## src/rtl/cla_pipe_addsub.sv

```systemverilog
// Two-stage pipelined carry-lookahead adder/subtractor with valid/ready handshake.
// S1 registers per-bit generate/propagate/xor terms; S2 resolves two-level lookahead carries.
module cla_pipe_addsub #(
    parameter int WIDTH = 16
) (
    input  logic             clk,
    input  logic             reset_n,
    input  logic             in_valid,
    output logic             in_ready,
    input  logic             in_op,
    input  logic [WIDTH-1:0] in_a,
    input  logic [WIDTH-1:0] in_b,
    input  logic             in_ci,
    output logic             out_valid,
    input  logic             out_ready,
    output logic [WIDTH-1:0] out_s,
    output logic             out_co,
    output logic             out_ovf
);

    localparam int GROUPS = WIDTH / 4;

    logic             s1_vld_q, s1_vld_d;
    logic [WIDTH-1:0] g_q, g_d;
    logic [WIDTH-1:0] p_q, p_d;
    logic [WIDTH-1:0] x_q, x_d;
    logic             c0_q, c0_d;
    logic             a_msb_q, a_msb_d;
    logic             b_msb_q, b_msb_d;

    logic             out_vld_q, out_vld_d;
    logic [WIDTH-1:0] s_q, s_d;
    logic             co_q, co_d;
    logic             ovf_q, ovf_d;

    logic             out_load;
    logic             in_fire;
    logic [WIDTH-1:0] b_mod;

    logic [GROUPS-1:0] grp_g;
    logic [GROUPS-1:0] grp_p;
    logic [GROUPS:0]   grp_c;
    logic [WIDTH-1:0]  carry;
    logic [WIDTH-1:0]  sum;
    logic [3:0]        gk;
    logic [3:0]        pk;
    logic              term;
    logic              acc;

    assign out_load = !out_vld_q || out_ready;
    assign in_ready = !s1_vld_q || out_load;
    assign in_fire  = in_valid && in_ready;

    always_comb begin
        b_mod    = in_op ? ~in_b : in_b;
        s1_vld_d = in_ready ? in_valid : s1_vld_q;
        g_d      = g_q;
        p_d      = p_q;
        x_d      = x_q;
        c0_d     = c0_q;
        a_msb_d  = a_msb_q;
        b_msb_d  = b_msb_q;
        if (in_fire) begin
            g_d     = in_a & b_mod;
            p_d     = in_a | b_mod;
            x_d     = in_a ^ b_mod;
            c0_d    = in_op ? 1'b1 : in_ci;
            a_msb_d = in_a[WIDTH-1];
            b_msb_d = b_mod[WIDTH-1];
        end
    end

    // Group carries are flattened sum-of-products over all lower groups, so no
    // carry ripples from one group into the next.
    always_comb begin
        grp_g = '0;
        grp_p = '0;
        grp_c = '0;
        carry = '0;
        gk    = '0;
        pk    = '0;
        term  = 1'b0;
        acc   = 1'b0;
        for (int k = 0; k < GROUPS; k++) begin
            gk = g_q[4*k +: 4];
            pk = p_q[4*k +: 4];
            grp_g[k] = gk[3] | (pk[3] & gk[2]) | (pk[3] & pk[2] & gk[1])
                     | (pk[3] & pk[2] & pk[1] & gk[0]);
            grp_p[k] = &pk;
        end
        grp_c[0] = c0_q;
        for (int k = 0; k < GROUPS; k++) begin
            term = c0_q;
            for (int j = 0; j <= k; j++) term = term & grp_p[j];
            acc = term;
            for (int j = 0; j <= k; j++) begin
                term = grp_g[j];
                for (int m = j + 1; m <= k; m++) term = term & grp_p[m];
                acc = acc | term;
            end
            grp_c[k+1] = acc;
        end
        for (int k = 0; k < GROUPS; k++) begin
            gk = g_q[4*k +: 4];
            pk = p_q[4*k +: 4];
            carry[4*k]   = grp_c[k];
            carry[4*k+1] = gk[0] | (pk[0] & grp_c[k]);
            carry[4*k+2] = gk[1] | (pk[1] & gk[0]) | (pk[1] & pk[0] & grp_c[k]);
            carry[4*k+3] = gk[2] | (pk[2] & gk[1]) | (pk[2] & pk[1] & gk[0])
                         | (pk[2] & pk[1] & pk[0] & grp_c[k]);
        end
    end

    assign sum = x_q ^ carry;

    // Flags hold their last value when the output register empties.
    always_comb begin
        out_vld_d = out_vld_q;
        s_d       = s_q;
        co_d      = co_q;
        ovf_d     = ovf_q;
        if (out_load) begin
            out_vld_d = s1_vld_q;
            if (s1_vld_q) begin
                s_d   = sum;
                co_d  = grp_c[GROUPS];
                ovf_d = (a_msb_q == b_msb_q) && (sum[WIDTH-1] != a_msb_q);
            end
        end
    end

    always_ff @(posedge clk or negedge reset_n) begin
        if (!reset_n) begin
            s1_vld_q  <= 1'b0;
            g_q       <= '0;
            p_q       <= '0;
            x_q       <= '0;
            c0_q      <= 1'b0;
            a_msb_q   <= 1'b0;
            b_msb_q   <= 1'b0;
            out_vld_q <= 1'b0;
            s_q       <= '0;
            co_q      <= 1'b0;
            ovf_q     <= 1'b0;
        end else begin
            s1_vld_q  <= s1_vld_d;
            g_q       <= g_d;
            p_q       <= p_d;
            x_q       <= x_d;
            c0_q      <= c0_d;
            a_msb_q   <= a_msb_d;
            b_msb_q   <= b_msb_d;
            out_vld_q <= out_vld_d;
            s_q       <= s_d;
            co_q      <= co_d;
            ovf_q     <= ovf_d;
        end
    end

    assign out_valid = out_vld_q;
    assign out_s     = s_q;
    assign out_co    = co_q;
    assign out_ovf   = ovf_q;

endmodule

```

## config.mk

```make
export PLATFORM = sky130hd
export DESIGN_NAME = cla_pipe_addsub
export DESIGN_NICKNAME = d
export VERILOG_FILES = /design/src/rtl/cla_pipe_addsub.sv
export SDC_FILE = /design/constraint.sdc
export NUM_CORES = 1
export LEC_CHECK = 0
export BUFFER_PORTS_ARGS = -buffer_cell sky130_fd_sc_hd__buf_2
export CAP_MARGIN = 20
export CORE_UTILIZATION = 51
export CTS_CLUSTER_SIZE = 10
export DETAILED_ROUTE_END_ITERATION = 7
export PLACE_DENSITY_LB_ADDON = 0.25
export SLEW_MARGIN = 20
export SYNTH_ARGS = -nofsm -noshare
export SYNTH_HDL_FRONTEND = slang
export SYNTH_SLANG_ARGS = --single-unit
```

## constraint.sdc

```tcl
create_clock -name clk -period 2.1 [get_ports clk]
set_clock_uncertainty 0.15 [all_clocks]
set_input_delay 0.105 -clock clk [delete_from_list [all_inputs] [get_ports clk]]
set_output_delay 0.105 -clock clk [all_outputs]
set_load 0.01 [all_outputs]
```

[Word-level counts from Yosys, hierarchy flattened]
Index checks and enable logic that the tools add are counted.
Operators by class
  equal/unequal tests: 2
  mux-type cells: 2
  bitwise operators: 117
  reduce and logical (&&, ||, !) cells: 11
Operator list (count)
  bitwise AND 1 bit: 66
  bitwise OR 1 bit: 46
  bitwise XOR 16 bit: 2
  bitwise AND 16 bit: 1
  2-to-1 mux 16 bit: 1
  NOT 16 bit: 1
  bitwise OR 16 bit: 1
  AND reduction 4 bit: 4
  logical AND 1 bit: 2
  zero test 1 bit: 2
  logical OR 1 bit: 2
  AND reduction 2 bit: 1
  equality test 1 bit: 1
  2-to-1 mux 1 bit: 1
  inequality test 1 bit: 1
Storage, ports and cells
  flip-flop bits (word level): 71
  input port bits: 38
  output and inout bits: 20
  word-level logic and storage cells: 143

[Depth between registers and ports, before layout]
  depth after elaboration: 14
  gate-level depth with buffers: 7
  gate-level depth less buffers: 7

[Least setup slack after synthesis]
OpenSTA, ideal clock, no wires.
  path type: register -> register
  start point: register c0_q
  end point: register s_q[7], in the netlist out_s[7]
  library setup time: 0.131 ns
  arrival time: 1.878 ns
  required time: 1.819 ns
  setup slack: -0.059 ns
  stages on the path, launching flop included: 8
  buffers on the path: 0
  clock period less this slack: 2.159 ns
  cell sequence: dfrtp_1 a21o_1 and4_4 or2_4 a21o_1 a21o_1 and3_1 or3_1
On the way
  longest elaborated chain between the ends: 5
RTL lines
  start: declaration: line 27  | logic c0_q, c0_d;
  start signal: assignment: line 138  | c0_q <= 1'b0;
  start signal: assignment: line 150  | c0_q <= c0_d;
  bitwise AND 1 bit: line 94  | for (int j = 0; j <= k; j++) term = term & grp_p[j];
  bitwise OR 1 bit: line 99  | acc = acc | term;
  bitwise AND 1 bit: line 110  | | (pk[2] & pk[1] & pk[0] & grp_c[k]);
  bitwise OR 1 bit: line 110
  bitwise XOR 16 bit: line 114  | assign sum = x_q ^ carry;
  end signal: assignment: line 142  | s_q <= '0;
  end signal: assignment: line 154  | s_q <= s_d;
  end: declaration: line 32  | logic [WIDTH-1:0] s_q, s_d;
No other way between the ends.
A chain may end at the register's enable or synchronous reset.

[Final worst setup path]
  start point: register p_q[0]
  end point: register s_q[7], in the netlist out_s[7]
On the way
  longest elaborated chain between the ends: 6
RTL lines
  start: declaration: line 25  | logic [WIDTH-1:0] p_q, p_d;
  start signal: assignment: line 148  | p_q <= p_d;
  AND reduction 4 bit: line 89  | grp_p[k] = &pk;
  bitwise AND 1 bit: line 94
  bitwise OR 1 bit: line 99
  bitwise AND 1 bit: line 110
  bitwise OR 1 bit: line 110
  bitwise XOR 16 bit: line 114
No other way between the ends.

==> impl_results.md <==
- CTS tree: built
- Skew-Pair Late Insertion Delay: 350 ps
- Max Clk Rate: about 480 MHz
- Layout cells sized above 1: 0.3129
- CTS root buf: clkbuf_8
- DP HPWL: between 4000 and 5000 µm
- Clock power frac: 0.283
- Commonest cells after routing, fill and taps aside: 71 x dfrtp_1, 57 x buf_2, 39 x nand2_1
- Final Power: between 0.004 and 0.005 W
- Leak: 2.377 nW
- Rel. slew slack: 0.7416
- DIE WIDTH: 86.66 µm
- I/O pins: between 50 and 60
- # clock sinks: 71
- DRT iter0 DRCs: 76
- Final Max Slew Viols: 0
- Gpl congestion: 0.7480
- Gate power share: 0.282
- Post-route cell area: roughly 4700 µm²
- Aggregate global-route resource usage: 0.2119
- Worst-path clk slew: roughly 70 ps
- Sw Ratio: 0.3032
- Die Area: 7509 µm²
- Worst slew pin tran: a little under 400 ps
- Pin count of the biggest net entering global routing: slightly above 70
- Layout Area Growth over Synthesis: 28.45%
- Antenna violation net count after detailed routing: 0
- Most common cell after layout, fill and taps aside: dfrtp_1
- Async SR Flop Fraction: 1.000
- Fill cell count: roughly 550
- Psw: roughly 0.0013 W
- # diodes: 0
- Seq/Total Area, Yosys: 0.4861
- First-pass DRT Iterations: 4
- Synth Cell Area: 3655 µm²
- Worst Path Arrival: approximately 2200 ps
- PD cells: between 900 and 1000 nW/µm²
- WP data required: between 2000 and 2500 ps
- Area of the core: around 6900 µm²
- Multi-input logic area: 1745 µm²
- R2R setup slack: 4 ps
- HP Class: in2reg
- Synth Warn #: 0
- Final Critical Period: between 2000 and 2500 ps
- DRC: 0
- Antenna violations before repair: 0
- Most used DFF post-synth: dfrtp_1
- # setup viols final: 0
- Die Ht: 86.66 µm
- Via count: around 2,700
- Outcome: complete, no violations
- Synth unique cells: 36
- Placed Instance Area: 4169 µm²
- Critical path endpoint category: register
- Global-route wire length before repair: roughly 12,000 µm
- Crit path max fanout: 3
- Nets: just over 500
- Pint: 0.003082 W
- FF+latch count, synth: 71
- Reg area: between 1500 and 2000 µm²
- Standard-cell row count: 30
- Longest Clk Path Bufs: 2
- Final period util: 0.9980
- Initial Util: 0.5321
- Routed WL: 7209 µm
- IO buf count: 57
- Hold Fails Final Rpt: 0
- Drt via density: approximately 5
- Seq pwr share: 0.435
- CP Class: reg2reg
- Number of synthesized flops with an enable pin: 0
- Grt ovf: 0
- H-tree levels: 3
- Setup TNS: 0 ps
- Startpoint types: register
- Mapped Cells: between 300 and 400
- Syn_nets: a little over 400
- Total CTS buffers: 9
- WL/cell: approximately 13 µm
- Max-cap violations: 0
- Vias in the first global route: 2,671
- Peak VDD IR: between 0.4 and 0.5 mV
- Syn avg cell area: approximately 11 µm²
- Unrepaired setup endpoints after global routing: true
-- flip-flops by register name, summed over array words and instances, names as in the netlist --
| name | cells |
|---|---|
| g_q | 16 |
| out_s | 16 |
| p_q | 16 |
| x_q | 16 |
| a_msb_q | 1 |
| b_msb_q | 1 |
| c0_q | 1 |
| out_co | 1 |
| out_ovf | 1 |
| out_valid | 1 |
| s1_vld_q | 1 |
-- worst max-delay path: stages, from the launching register on --
cell	delay, ps
dfrtp_1	380
a21o_1	190
and4_4	150
or2_4	250
a21o_1	190
a21o_1	200
and3_1	170
or3_1	290
-- Yosys cell counts, types with 2 or more instances --
master    number  area, µm²
a21o_1         4      30.03
a21oi_1        9      45.04
and3_1         2      12.51
buf_1          3      11.26
clkbuf_1      10      37.54
dfrtp_1       71       1777
ha_1          32      400.4
inv_1         37      138.9
mux2_2        33      371.6
nand2_1       41      153.9
nand2b_1       3      18.77
nand3_1        3      15.01
nor2_1         5      18.77
nor4_1         2      12.51
o21ai_0       36      180.2
o21bai_1       2      15.01
or3_1          2      12.51
xnor2_1       11      96.34
xor2_1        19      166.4
-- path summary, 6_finish.rpt --
check / from / cells past startpoint / end
max in group asynchronous: reset_n / 3 / x_q[3]
max: p_q[0] / 7 / out_s[7]
min reg2reg: out_s[12] / 2 / out_s[12]
max reg2reg: p_q[0] / 7 / out_s[7]
min: in_a[7] / 3 / g_q[7]
min in group asynchronous: reset_n / 3 / out_s[9]
-- power groups by stage --
stage	clock network [W]	logic (W)	registers [W]
after global placement	0	0.00111	0.00193
after detailed placement	0	0.00114	0.00194
final	0.00125	0.00125	0.00192
after CTS	0.00128	0.00119	0.00192
after global routing	0.00134	0.00140	0.00197
after floorplan	0	0.000633	0.00197
-- metrics by stage --
stage          hold slack (ps)  utilization  cells  worst slack, ps
2_1_floorplan           -340.6            -    342           -27.31
3_3_place_gp             12.80       0.6069    496            10.30
3_5_place_dp             11.00       0.6069    496           -27.56
4_1_cts                  1.319       0.6732    535           -1.815
5_1_grt                  30.78       0.6834    537           -87.14
6_report                 10.39       0.6834    537            4.302
-- what timing repair did --
item	CTS	global route
endpoints found under the setup margin	3	4
hold buffers	20	0
gates resized for setup	1	13
hold endpoints to repair	94	0
buffers inserted	3	3
pin swaps	7	7
-- layout make-up --
type | instances | area share
clock buffers | 11 | 0.03225
inverters | 37 | 0.02958
well taps | 96 | 0.02559
clock inverters | 5 | 0.01706
repair buffers | 96 | 0.1453
flip-flops and latches | 71 | 0.3785
multi-input cells | 221 | 0.3718
-- routing by layer --
metal / vias to the layer above / global-route usage / wire length [µm]
met5: - / 0 / 0
met4: 0 / 0.08939 / 131
met3: 15 / 0.05048 / 270
met2: 47 / 0.3543 / 3618
met1: 1293 / 0.2637 / 3188
li1: 1326 / - / -
-- cells by family (layout without fill, tap and decap cells) --
group | count (synthesis) | after routing | synth area share
buffers and inverters | 50 | 149 | 0.05135
AO/OA/AOI/OAI | 61 | 61 | 0.09723
adder cells (fa/ha/maj) | 32 | 32 | 0.1096
flip-flops | 71 | 71 | 0.4861
AND/OR/NAND/NOR | 65 | 65 | 0.08217
multiplexers | 33 | 33 | 0.1017
XOR/XNOR | 30 | 30 | 0.07189
Power figures use the tool's default switching activity.
